`config.mk`:
```
export PLATFORM = sky130hd
export DESIGN_NAME = sonar_trigger_seq
export DESIGN_NICKNAME = d
export VERILOG_FILES = /design/src/rtl/sonar_pkg.sv /design/src/rtl/cyc_timer.sv /design/src/rtl/sonar_trigger_seq.sv
export SDC_FILE = /design/constraint.sdc
export NUM_CORES = 1
export LEC_CHECK = 0
export ABC_AREA = 1
export ABC_CLOCK_PERIOD_IN_PS = 3900
export BUFFER_PORTS_ARGS = -buffer_cell sky130_fd_sc_hd__buf_2
export CAP_MARGIN = 20
export CORE_UTILIZATION = 35
export CTS_CLUSTER_SIZE = 14
export DETAILED_ROUTE_END_ITERATION = 6
export PLACE_DENSITY_LB_ADDON = 0.08
export SLEW_MARGIN = 40
export SYNTH_ARGS = -nofsm -noshare
export SYNTH_HDL_FRONTEND = slang
export SYNTH_SLANG_ARGS = --single-unit
```
`constraint.sdc`:
```
create_clock -name clk -period 3.9 [get_ports clk]
set_input_delay 0.78 -clock clk [delete_from_list [all_inputs] [get_ports clk]]
set_output_delay 0.78 -clock clk [all_outputs]
set_load 0.01 [all_outputs]
```
`src/rtl/sonar_pkg.sv`:
```
// Shared types and default timing for the ultrasonic ranging sequencer.
// Cycle defaults are derived from the 50 MHz system clock.
package sonar_pkg;

  localparam int unsigned SONAR_CLK_HZ        = 50_000_000;
  localparam int unsigned SONAR_TRIG_CYC      = SONAR_CLK_HZ / 100_000;  // 10 us
  localparam int unsigned SONAR_ECHO_WAIT_CYC = SONAR_CLK_HZ / 500;      // 2 ms
  localparam int unsigned SONAR_GUARD_CYC     = SONAR_CLK_HZ / 20;       // 50 ms

  typedef enum logic [2:0] {
    S_IDLE,
    S_TRIG,
    S_WAIT_ECHO,
    S_MEASURE,
    S_GUARD
  } sonar_seq_state_t;

endpackage

```
`src/rtl/cyc_timer.sv`:
```
// Loadable up-counter: restarts at zero on load, holds at limit, and flags
// expired while the count equals the limit.
module cyc_timer #(
  parameter int unsigned CNT_W = 22
) (
  input  logic             clk,
  input  logic             rst_n,
  input  logic             load,
  input  logic [CNT_W-1:0] limit,
  output logic             expired
);

  logic [CNT_W-1:0] count;

  always_ff @(posedge clk or negedge rst_n) begin
    if (!rst_n) begin
      count <= '0;
    end else if (load) begin
      count <= '0;
    end else if (count != limit) begin
      count <= count + 1'b1;
    end
  end

  assign expired = (count == limit);

endmodule

```
`src/rtl/sonar_trigger_seq.sv`:
```
// Ultrasonic measurement sequencer: trigger pulse, echo supervision,
// bounded retries, inter-measurement guard and continuous ranging.
module sonar_trigger_seq
  import sonar_pkg::*;
#(
  parameter int unsigned TRIG_CYC      = SONAR_TRIG_CYC,
  parameter int unsigned ECHO_WAIT_CYC = SONAR_ECHO_WAIT_CYC,
  parameter int unsigned GUARD_CYC     = SONAR_GUARD_CYC,
  parameter int unsigned MAX_RETRY     = 3,
  parameter int unsigned CNT_W         = 22
) (
  input  logic                           clk,
  input  logic                           rst_n,
  input  logic                           start,
  input  logic                           cont,
  input  logic                           trig_suc,
  input  logic                           meas_valid,
  input  logic                           meas_fail,
  output logic                           trigger,
  output logic                           busy,
  output logic                           done,
  output logic                           timeout,
  output logic [$clog2(MAX_RETRY+1)-1:0] attempt
);

  localparam int unsigned AW = $clog2(MAX_RETRY + 1);

  // The timer restarts at 0 on entry, so each limit is the last count value
  // before leaving; GUARD holds one extra decision cycle after GUARD_CYC.
  localparam logic [CNT_W-1:0] TRIG_LIM  = CNT_W'(TRIG_CYC - 1);
  localparam logic [CNT_W-1:0] ECHO_LIM  = CNT_W'(ECHO_WAIT_CYC - 1);
  localparam logic [CNT_W-1:0] GUARD_LIM = CNT_W'(GUARD_CYC);

  sonar_seq_state_t state_q, state_d;
  logic             latch_q, latch_d;
  logic             failed_q, failed_d;
  logic [AW-1:0]    attempt_d;
  logic             done_d, timeout_d;
  logic             timer_load, timer_exp;
  logic [CNT_W-1:0] timer_limit;

  cyc_timer #(.CNT_W(CNT_W)) u_timer (
    .clk     (clk),
    .rst_n   (rst_n),
    .load    (timer_load),
    .limit   (timer_limit),
    .expired (timer_exp)
  );

  always_comb begin
    state_d   = state_q;
    latch_d   = latch_q;
    failed_d  = failed_q;
    attempt_d = attempt;
    done_d    = 1'b0;
    timeout_d = 1'b0;
    unique case (state_q)
      S_IDLE: begin
        if (start || cont) begin
          state_d   = S_TRIG;
          attempt_d = '0;
          latch_d   = 1'b0;
        end
      end
      S_TRIG: begin
        if (trig_suc) latch_d = 1'b1;
        if (timer_exp) state_d = (latch_q || trig_suc) ? S_MEASURE : S_WAIT_ECHO;
      end
      S_WAIT_ECHO: begin
        if (trig_suc) begin
          state_d = S_MEASURE;
        end else if (timer_exp) begin
          state_d  = S_GUARD;
          failed_d = 1'b1;
        end
      end
      S_MEASURE: begin
        if (meas_valid) begin
          state_d  = S_GUARD;
          failed_d = 1'b0;
          done_d   = 1'b1;
        end else if (meas_fail) begin
          state_d  = S_GUARD;
          failed_d = 1'b1;
        end
      end
      S_GUARD: begin
        if (timer_exp) begin
          if (failed_q) begin
            if (attempt == AW'(MAX_RETRY)) begin
              state_d   = S_IDLE;
              timeout_d = 1'b1;
            end else begin
              state_d   = S_TRIG;
              attempt_d = attempt + AW'(1);
              latch_d   = 1'b0;
            end
          end else if (cont) begin
            state_d   = S_TRIG;
            attempt_d = '0;
            latch_d   = 1'b0;
          end else begin
            state_d = S_IDLE;
          end
        end
      end
      default: state_d = S_IDLE;
    endcase

    unique case (state_q)
      S_TRIG:      timer_limit = TRIG_LIM;
      S_WAIT_ECHO: timer_limit = ECHO_LIM;
      S_GUARD:     timer_limit = GUARD_LIM;
      default:     timer_limit = '0;
    endcase
    timer_load = (state_d != state_q);
  end

  always_ff @(posedge clk or negedge rst_n) begin
    if (!rst_n) begin
      state_q  <= S_IDLE;
      latch_q  <= 1'b0;
      failed_q <= 1'b0;
      attempt  <= '0;
      trigger  <= 1'b0;
      busy     <= 1'b0;
      done     <= 1'b0;
      timeout  <= 1'b0;
    end else begin
      state_q  <= state_d;
      latch_q  <= latch_d;
      failed_q <= failed_d;
      attempt  <= attempt_d;
      trigger  <= (state_d == S_TRIG);
      busy     <= (state_d != S_IDLE);
      done     <= done_d;
      timeout  <= timeout_d;
    end
  end

endmodule

```
==> results of run 1 <==
## Yosys cell counts
cell	n	area, µm²
ha_1	2	25.0
xor2_1	17	149
buf_6	4	45.0
or2_2	1	6.26
nand2_4	3	33.8
nor2_1	28	105
nand2_2	9	56.3
nor3_1	8	40.0
nand3_2	3	30.0
o21ai_0	7	35.0
nor2_2	14	87.6
nand4_1	9	56.3
inv_2	4	15.0
a211o_1	1	8.76
buf_12	1	20.0
a21oi_2	2	17.5
nor2_4	13	146
inv_1	40	150
o221ai_1	1	8.76
nand4_2	1	12.5
o21ai_1	1	5.00
nand3_1	26	130
o31ai_1	2	15.0
o21bai_1	2	15.0
nand2_1	65	244
nand3_4	2	35.0
nor4_1	1	6.26
a21oi_1	2	10.0
dfrtp_1	33	826
clkbuf_1	1	3.75
## metal layers
| layer | up-vias | wire length [µm] |
|---|---|---|
| met1 | 864 | 2700 |
| met2 | 29 | 2330 |
| met4 | 0 | 75 |
| met5 | - | 0 |
| met3 | 5 | 207 |
| li1 | 983 | - |
## worst max path at each step
stage,slack [ns],end,from
after floorplan,1.84,u_timer.count[7],state_q[0]
after detailed placement,1.22,u_timer.count[16],state_q[1]
after global placement,1.23,u_timer.count[15],state_q[0]
final,1.19,u_timer.count[16],state_q[0]
after global routing,0.94,u_timer.count[16],state_q[0]
after CTS,1.20,u_timer.count[15],state_q[1]
## per-stage QoR
step                utilization [%]  setup WS, ns
floorplan                         -          1.84
global placement               38.0          1.23
detailed placement             38.0          1.22
CTS                            39.3          1.20
global route                   39.3         0.939
finish                         39.3          1.19
## power breakdown
part           switching (mW)  internal [mW]  total, mW
Clock                   0.130          0.124      0.254
Sequential             0.0446          0.389      0.434
Combinational           0.333          0.141      0.475
Total                   0.508          0.654       1.16
## logic make-up after synthesis
group | count (synthesis) | synth area share [%]
buf+inv | 50 | 10.0
simple gates | 183 | 42.3
fa+ha+maj | 2 | 1.07
compound gates | 18 | 4.92
flops | 33 | 35.3
xor+xnor | 17 | 6.37
## state kept, by name, indices dropped and copies added (netlist names)
name           cells
u_timer.count     22
state_q            3
busy               1
trigger            1
failed_q           1
done               1
latch_q            1
attempt            2
timeout            1
## final cells by class
cell class	count	area share [%]
multi-input cells	220	50.9
clock buffers	6	2.89
repair buffers	12	2.49
clock inverters	2	0.399
well taps	77	3.84
inverters	44	6.58
flip-flops and latches	33	32.9
## critical path, stage by stage, from the launching register on
cell and delay, ns:
dfrtp_1 0.44, nor2_2 0.18, nand2_2 0.22, inv_1 0.27, nand2_1 0.10, nand2_1 0.08, nand2_2 0.07, nor2_4 0.16
nand3_4 0.16, a21oi_2 0.17, nand3_1 0.09, nand2_1 0.08, nor2_2 0.05, nand2_4 0.38, nor2_1 0.09
==> flow_summary.yaml, run 1 <==
outcome:
  status: "finished, final reports clean"
routing:
  post_drt_wl_per_cell_um: 13.5
  drt_iter0_drc: 135
  dr.pass1.iters: 4
  viasPerCell: 4.77
  drc_errors: 0
  vias: 1881
  antenna_left: 0
  drt-total-wl_um: 5320
grt:
  grt_max_degree: 34
  antenna_found_initial: 0
  grt_usage_pct: 17.0
  grt.overflow.total: 0
  use_met3_pct: 2.67
  grt_pass1_wl_um: 9280
  top_usage_layer: "met2"
  use_met1_pct: 24.9
  grt_use_met2_pct: 25.1
  grt_pass1_vias: 1824
die:
  die_h_um: 83.7
  core_um2: 6390
  die_area_um2: 7010
  die_w_um: 83.7
  core.rowCount: 29
  start_util_pct: 36.6
  pin_count: 13
timing:
  setup_viol: 0
  timing.hold.ws_ns: 0.434
  rsz0062_at_grt: "false"
  worst_slew_pin_slew_ns: 0.508
  finClkSkew_ns: 0.00959
  slew_viol_final: 0
  final.period_utilization_pct: 69.5
  finalSetupTns_ns: 0
  hold_viol_final: 0
  max_freq_ghz: 0.369
  slew-limit-headroom_pct: 66.2
  fin_crit_ns: 2.71
placed_design:
  place_congestion: 0.854
  portBuffers: 12
  hpwl_um: 4030
  dp.cells: 386
  placed_cell_area_um2: 2430
finish:
  postLayoutCellArea_um2: 2510
  multi_input_area_um2: 1280
  drive_gt1_share_pct: 22.4
  num_antenna_cells: 0
  instances_no_fill: 394
  seqCellArea_um2: 826
  layout.cells.most_common_list: "nand2_1 (65), inv_1 (40), dfrtp_1 (33), nor2_1 (28), nand3_1 (26)"
  layout_commonest_cell: "nand2_1"
  nets: 325
  fillers: 706
  area_growth_syn_to_layout_pct: 7.38
setup_path:
  start_kind: "flip-flop"
  required_ns: 4.05
  r2r_slack_ns: 1.19
  crit_fanout: 22
  r2r_end: "u_timer.count[16]"
  r2r_start: "state_q[0]"
  critPathKind: "reg -> reg"
  arrival_ns: 2.86
  reg2reg_depth: 14
  end_kind: "flip-flop"
synthesis:
  synth.avg_cell_area_um2: 7.72
  seq_area_frac_synth_pct: 35.3
  yosysWarnings: 0
  syn_area_um2: 2340
  synth.distinct_cells: 30
  syn_inst: 303
  synth_nets: 312
  synth_seq_cells: 33
clocking:
  cts_tree: "yes"
  clkTransAtPathRegs_ns: 0.08
  clock-root-buffer: "clkbuf_8"
  clk_latency_ns: 0.29
  ctsResizeCount: 0
  numClockSinks: 33
  clockBufferDepth: 2
  htreeDepth: 2
  post-cts-setup-buffers: 0
  postCtsHoldBufs: 0
  numCtsBuffers: 5
flow_run:
  maxCapViolations: 0
pwr:
  finalPower_mw: 1.16
  leakage_nw: 1.16
  p_per_area_nw_per_um2: 463
  ir_worst_vdd_mv: 0.280
worst_hold_path:
  worstHoldPathType: "in -> async"
Power figures use the tool's default switching activity.
==> run 2: changes to the inputs <==
Settings changed: ABC_CLOCK_PERIOD_IN_PS 3900 to 2750.
Clock period 3.9 ns to 2.75 ns, I/O delays scaled along.
==> flow_summary.yaml, run 2 (same netlist as run 1, synthesis figures left out) <==
routing:
  drt-total-wl_um: 5210
  drt_iter0_drc: 86
  vias: 1871
  dr.pass1.iters: 4
  post_drt_wl_per_cell_um: 13.2
  drc_errors: 0
  viasPerCell: 4.74
  antenna_left: 0
grt:
  antenna_found_initial: 0
  grt_usage_pct: 16.7
  grt_max_degree: 34
  grt_pass1_wl_um: 9130
  grt_pass1_vias: 1891
  grt.overflow.total: 0
finish:
  postLayoutCellArea_um2: 2540
  layout_commonest_cell: "nand2_1"
  num_antenna_cells: 0
  utilization_pct: 39.8
  layout.cells.most_common_list: "nand2_1 (65), inv_1 (40), dfrtp_1 (33), nor2_1 (28), nand3_1 (26)"
  largest_register_ffs: 22
  regMostFlops: "u_timer.count"
  reg_top3: "u_timer.count: 22 flops, state_q: 3 flops, attempt: 2 flops"
  nets: 327
  drive_gt1_share_pct: 22.6
  area_growth_syn_to_layout_pct: 8.72
die:
  die_area_um2: 7010
  die_w_um: 83.7
  core_um2: 6390
  start_util_pct: 36.6
  die_h_um: 83.7
  pin_count: 13
  core.rowCount: 29
timing:
  final.period_utilization_pct: 92.0
  finClkSkew_ns: 0.00555
  timing.hold.ws_ns: 0.201
  hold_viol_final: 0
  finalSetupTns_ns: 0
  fin_crit_ns: 2.53
  slew_viol_final: 0
  max_freq_ghz: 0.395
  rsz0062_at_grt: "false"
  slew-limit-headroom_pct: 68.6
  setup_viol: 0
  worst_slew_pin_slew_ns: 0.466
flow_run:
  maxCapViolations: 0
pwr:
  p_per_area_nw_per_um2: 671
  finalPower_mw: 1.71
  leakage_nw: 1.17
  ir_worst_vdd_mv: 0.372
setup_path:
  critPathKind: "reg -> reg"
  arrival_ns: 2.69
  required_ns: 2.91
  crit_fanout: 22
  end_kind: "flip-flop"
  start_kind: "flip-flop"
clocking:
  numClockSinks: 33
  cts_tree: "yes"
  postCtsHoldBufs: 0
  htreeDepth: 2
  clk_latency_ns: 0.28
  clock-root-buffer: "clkbuf_8"
  clkTransAtPathRegs_ns: 0.07
  numCtsBuffers: 5
  clockBufferDepth: 2
  post-cts-setup-buffers: 0
  ctsResizeCount: 0
outcome:
  status: "finished, final reports clean"
placed_design:
  portBuffers: 12
  placed_cell_area_um2: 2450
  hpwl_um: 3990
  place_congestion: 0.828
worst_hold_path:
  worstHoldPathType: "in -> async"
[run 2: routing by layer]
layer	global-route usage [%]	routed length (µm)	part of all wire [%]	vias up
met5	0	0	0	-
met4	6.01	108	2.1	0
met3	3.36	136	2.6	8
met2	25.4	2300	44	22
met1	23.4	2660	51	861
li1	-	-	-	980
[run 2: cell type report]
class	instances	area, µm²
Fill cell	697	3840
Sequential cell	33	826
Inverter	44	165
Timing Repair Buffer	14	90.1
Clock buffer	7	86.3
Multi-Input combinational cell	220	1280
Tap cell	77	96.3
[run 2: critical path, cell delays in order, from the launching register on]
cell and delay [ns]:
dfrtp_1 0.45, nor2_2 0.16, nand2_2 0.22, inv_1 0.25, nand2_1 0.09, nand2_1 0.08, nand2_2 0.07, nor2_4 0.16
nand3_4 0.16, a21oi_2 0.18, nand3_1 0.08, nand2_1 0.08, nor2_2 0.05, nand2_4 0.07, buf_12 0.22, nor2_1 0.06
[run 2: final timing paths]
path	startpoint	to	slack (ns)	cells past startpoint
setup / recovery	state_q[1]	u_timer.count[16]	0.22	15
hold reg to reg	attempt[1]	attempt[1]	0.51	2
setup reg to reg	state_q[1]	u_timer.count[16]	0.22	15
max in group asynchronous	rst_n	u_timer.count[6]	2.25	1
min in group clk	meas_valid	done	0.50	3
hold / removal	rst_n	timeout	0.20	1
[run 2: power breakdown]
part | leakage (nW) | total (mW) | switching (mW) | internal, mW
clock | 0.0443 | 0.367 | 0.168 | 0.198
sequential | 0.434 | 0.615 | 0.0632 | 0.552
combinational | 0.692 | 0.724 | 0.482 | 0.242
[run 2: through the flow]
step,instances,worst slack (ns)
floorplan,303,0.687
global placement,388,0.213
detailed placement,388,0.214
CTS,395,0.195
global route,395,0.00389
finish,395,0.220
==> run 3: changes to the inputs <==
Settings changed: SYNTH_HIERARCHICAL set to 1.
==> flow_summary.yaml, run 3 <==
synthesis:
  synth-compound-area-share_pct: 1.99
  yosysWarnings: 6
  synth_top_family_by_area: "simple AND/OR/NAND/NOR gates"
  ys.flop_type: "dfrtp_1"
  synth_area_leaders: "dfrtp_1 (29%), nand2_1 (21%), nor2_1 (8.6%)"
  synth_common_cells: "nand2_1 (159), nor2_1 (65), inv_1 (60)"
  yosysTopAreaCell: "dfrtp_1"
  synth.distinct_cells: 25
  seq_area_frac_synth_pct: 29.2
  synth_seq_cells: 33
  syn_inst: 452
  synth.avg_cell_area_um2: 6.25
  synth_mux_area_share_pct: 0
  synth_top_area_share_pct: 29.2
  synthXorXnorAreaFrac_pct: 4.65
  yosysMostFrequentCell: "nand2_1"
  async_reset_ff_share_pct: 100
  synthAdderAreaFrac_pct: 0.886
  synthSimpleGateAreaFrac_pct: 49.8
  synth_edf_count: 0
  syn_area_um2: 2830
clocking:
  clockBufferDepth: 2
  clock-root-buffer: "clkbuf_8"
  numClockSinks: 33
  numCtsBuffers: 5
  cts_tree: "yes"
  clkTransAtPathRegs_ns: 0.08
  htreeDepth: 2
  clk_latency_ns: 0.29
placed_design:
  place_congestion: 0.848
  hpwl_um: 5550
  portBuffers: 12
  dpl_worst_slack_ns: -0.0125
die:
  pin_count: 13
  die_w_um: 91.8
  core.rowCount: 32
  start_util_pct: 36.4
  die_h_um: 91.8
  core_um2: 7770
  die_area_um2: 8440
pwr:
  ir_worst_vdd_mv: 0.327
  p_int_mw: 0.890
  switching_share_pct: 32.9
  p_seq_share_pct: 43.1
  p_clk_share_pct: 32.1
  combPwrFrac_pct: 24.8
  p_per_area_nw_per_um2: 378
  leakage_nw: 1.80
  switching_power_mw: 0.436
  finalPower_mw: 1.33
routing:
  antenna_left: 0
  vias: 2843
  drt-total-wl_um: 7950
  dr.pass1.iters: 4
  post_drt_wl_per_cell_um: 13.1
  drt_iter0_drc: 153
  viasPerCell: 4.70
  drc_errors: 0
timing:
  timing.hold.ws_ns: 0.210
  finClkSkew_ns: 0.00640
  fin_crit_ns: 2.71
  hold_viol_final: 0
  setup_viol: 0
  rsz0062_at_grt: "true"
  slew_viol_final: 0
  max_freq_ghz: 0.369
  final.period_utilization_pct: 98.6
  worst_slack_ns: 0.0379
  finalSetupTns_ns: 0
finish:
  utilization_pct: 45.1
  layout.cells.most_common_list: "nand2_1 (151), nor2_1 (57), inv_1 (56), dfrtp_1 (30), buf_4 (28)"
  drive_gt1_share_pct: 24.3
  layout_commonest_cell: "nand2_1"
  reg_top3: "u_timer/count: 22 flops, state_q: 3 flops, attempt: 2 flops"
  largest_register_ffs: 22
  num_antenna_cells: 0
  nets: 511
  regMostFlops: "u_timer/count"
  fillers: 845
  area_growth_syn_to_layout_pct: 24.1
setup_path:
  arrival_ns: 2.90
  end_kind: "flip-flop"
  r2r_slack_ns: 0.04
  r2r_end: "u_timer/count[10]"
  cp_slowest_stage_delay_ns: 0.46
  crit_chain: "buf_4, nand2_4, inv_4, buf_4, nand2_1, nand2_1, nor2_2, nand2_1, nor2_4, nand3_4, inv_4, inv_1, a21oi_1, nand3_1, o21ai_1, nor2_1, nand2_2, clkinv_4, clkbuf_16, nand4_1, nand2_1"
  required_ns: 2.94
  crit_path_top_delay_cell: "dfrtp_2"
  crit_fanout: 8
  critPathKind: "reg -> reg"
  r2r_start: "state_q[2]"
  reg2reg_depth: 21
  start_kind: "flip-flop"
  crit_top_cell: "nand2_1"
outcome:
  status: "finished, final reports clean"
grt:
  grt_usage_pct: 19.6
  antenna_found_initial: 0
  grt_max_degree: 34
  grt_pass1_vias: 2578
  grt_pass1_wl_um: 12900
  grt.overflow.total: 0
flow_run:
  maxCapViolations: 0
worst_hold_path:
  worstHoldPathType: "in -> async"
## run 3: cell types whose count changed in the layout (fill, tap and decap cells not counted), sizes merged, moves of 4 or more
cell	before	now
nand2	77	162
buf	14	46
conb	0	10
inv	44	70
nor3	8	4
nand3	31	35
nor2	55	75
nand4	10	27
## run 3: power groups by stage
stage | Combinational (mW) | Clock, mW | Sequential, mW
floorplan | 0.217 | 0 | 0.566
global placement | 0.285 | 0 | 0.582
detailed placement | 0.289 | 0 | 0.581
CTS | 0.291 | 0.444 | 0.572
global route | 0.375 | 0.461 | 0.583
finish | 0.329 | 0.426 | 0.572
## run 3: how the worst max path moves through the flow
| stage | slack [ns] | end | cells after the start | start |
|---|---|---|---|---|
| 3_3_place_gp | -0.009 | u_timer/count[16] | 22 | state_q[1] |
| 4_1_cts | 0.02 | u_timer/count[1] | 22 | state_q[0] |
| 3_5_place_dp | -0.01 | u_timer/count[1] | 22 | state_q[1] |
| 5_1_grt | -0.15 | u_timer/count[1] | 22 | state_q[0] |
| 2_1_floorplan | 0.009 | u_timer/count[13] | 26 | state_q[2] |
| 6_report | 0.04 | u_timer/count[10] | 21 | state_q[2] |
## run 3: per-layer routing
layer  track usage, %  wire (µm)  share of wire (%)
met1             27.6       3970                 50
met2             31.3       3640                 46
met3             2.74        272                3.4
met4             5.34         73               0.92
met5                0          0                  0
## run 3: cells by family (layout without fill, tap and decap cells)
kind of cell,after synthesis,count (layout)
AO/OA/AOI/OAI,11,11
buffers and inverters,86,128
other,1,10
XOR/XNOR,15,15
flip-flops,33,33
AND/OR/NAND/NOR,304,304
adder cells (fa/ha/maj),2,2
## run 3: what timing repair did
item	4_1_cts	5_1_grt
resized for setup	2	30
setup endpoints to repair	13	22
gates cloned	0	4
hold buffers	0	0
pin swaps	0	17
buffers inserted	0	3
## run 3: worst max-delay path, delay by kind of cell, from the launching register on
family          cells  cell delay [ns]
compound gates      2             0.24
buf+inv             7             0.85
simple gates       12             1.05
flops               1             0.46
## run 3: layout make-up
cell class,instances,area [µm²],share of cell area [%]
Sequential cell,33,830,23.7
Timing Repair Buffer,49,437,12.5
Clock buffer,7,96.3,2.75
Multi-Input combinational cell,342,1730,49.4
Inverter,71,279,7.96
Tap cell,102,128,3.64
Clock inverter,1,5.00,0.143
## run 3: stage by stage
stage                     cell area (µm²)  cells
after floorplan                      2900    461
after global placement               3210    590
after detailed placement             3210    590
after CTS                            3320    598
after global routing                 3510    605
final                                3510    605
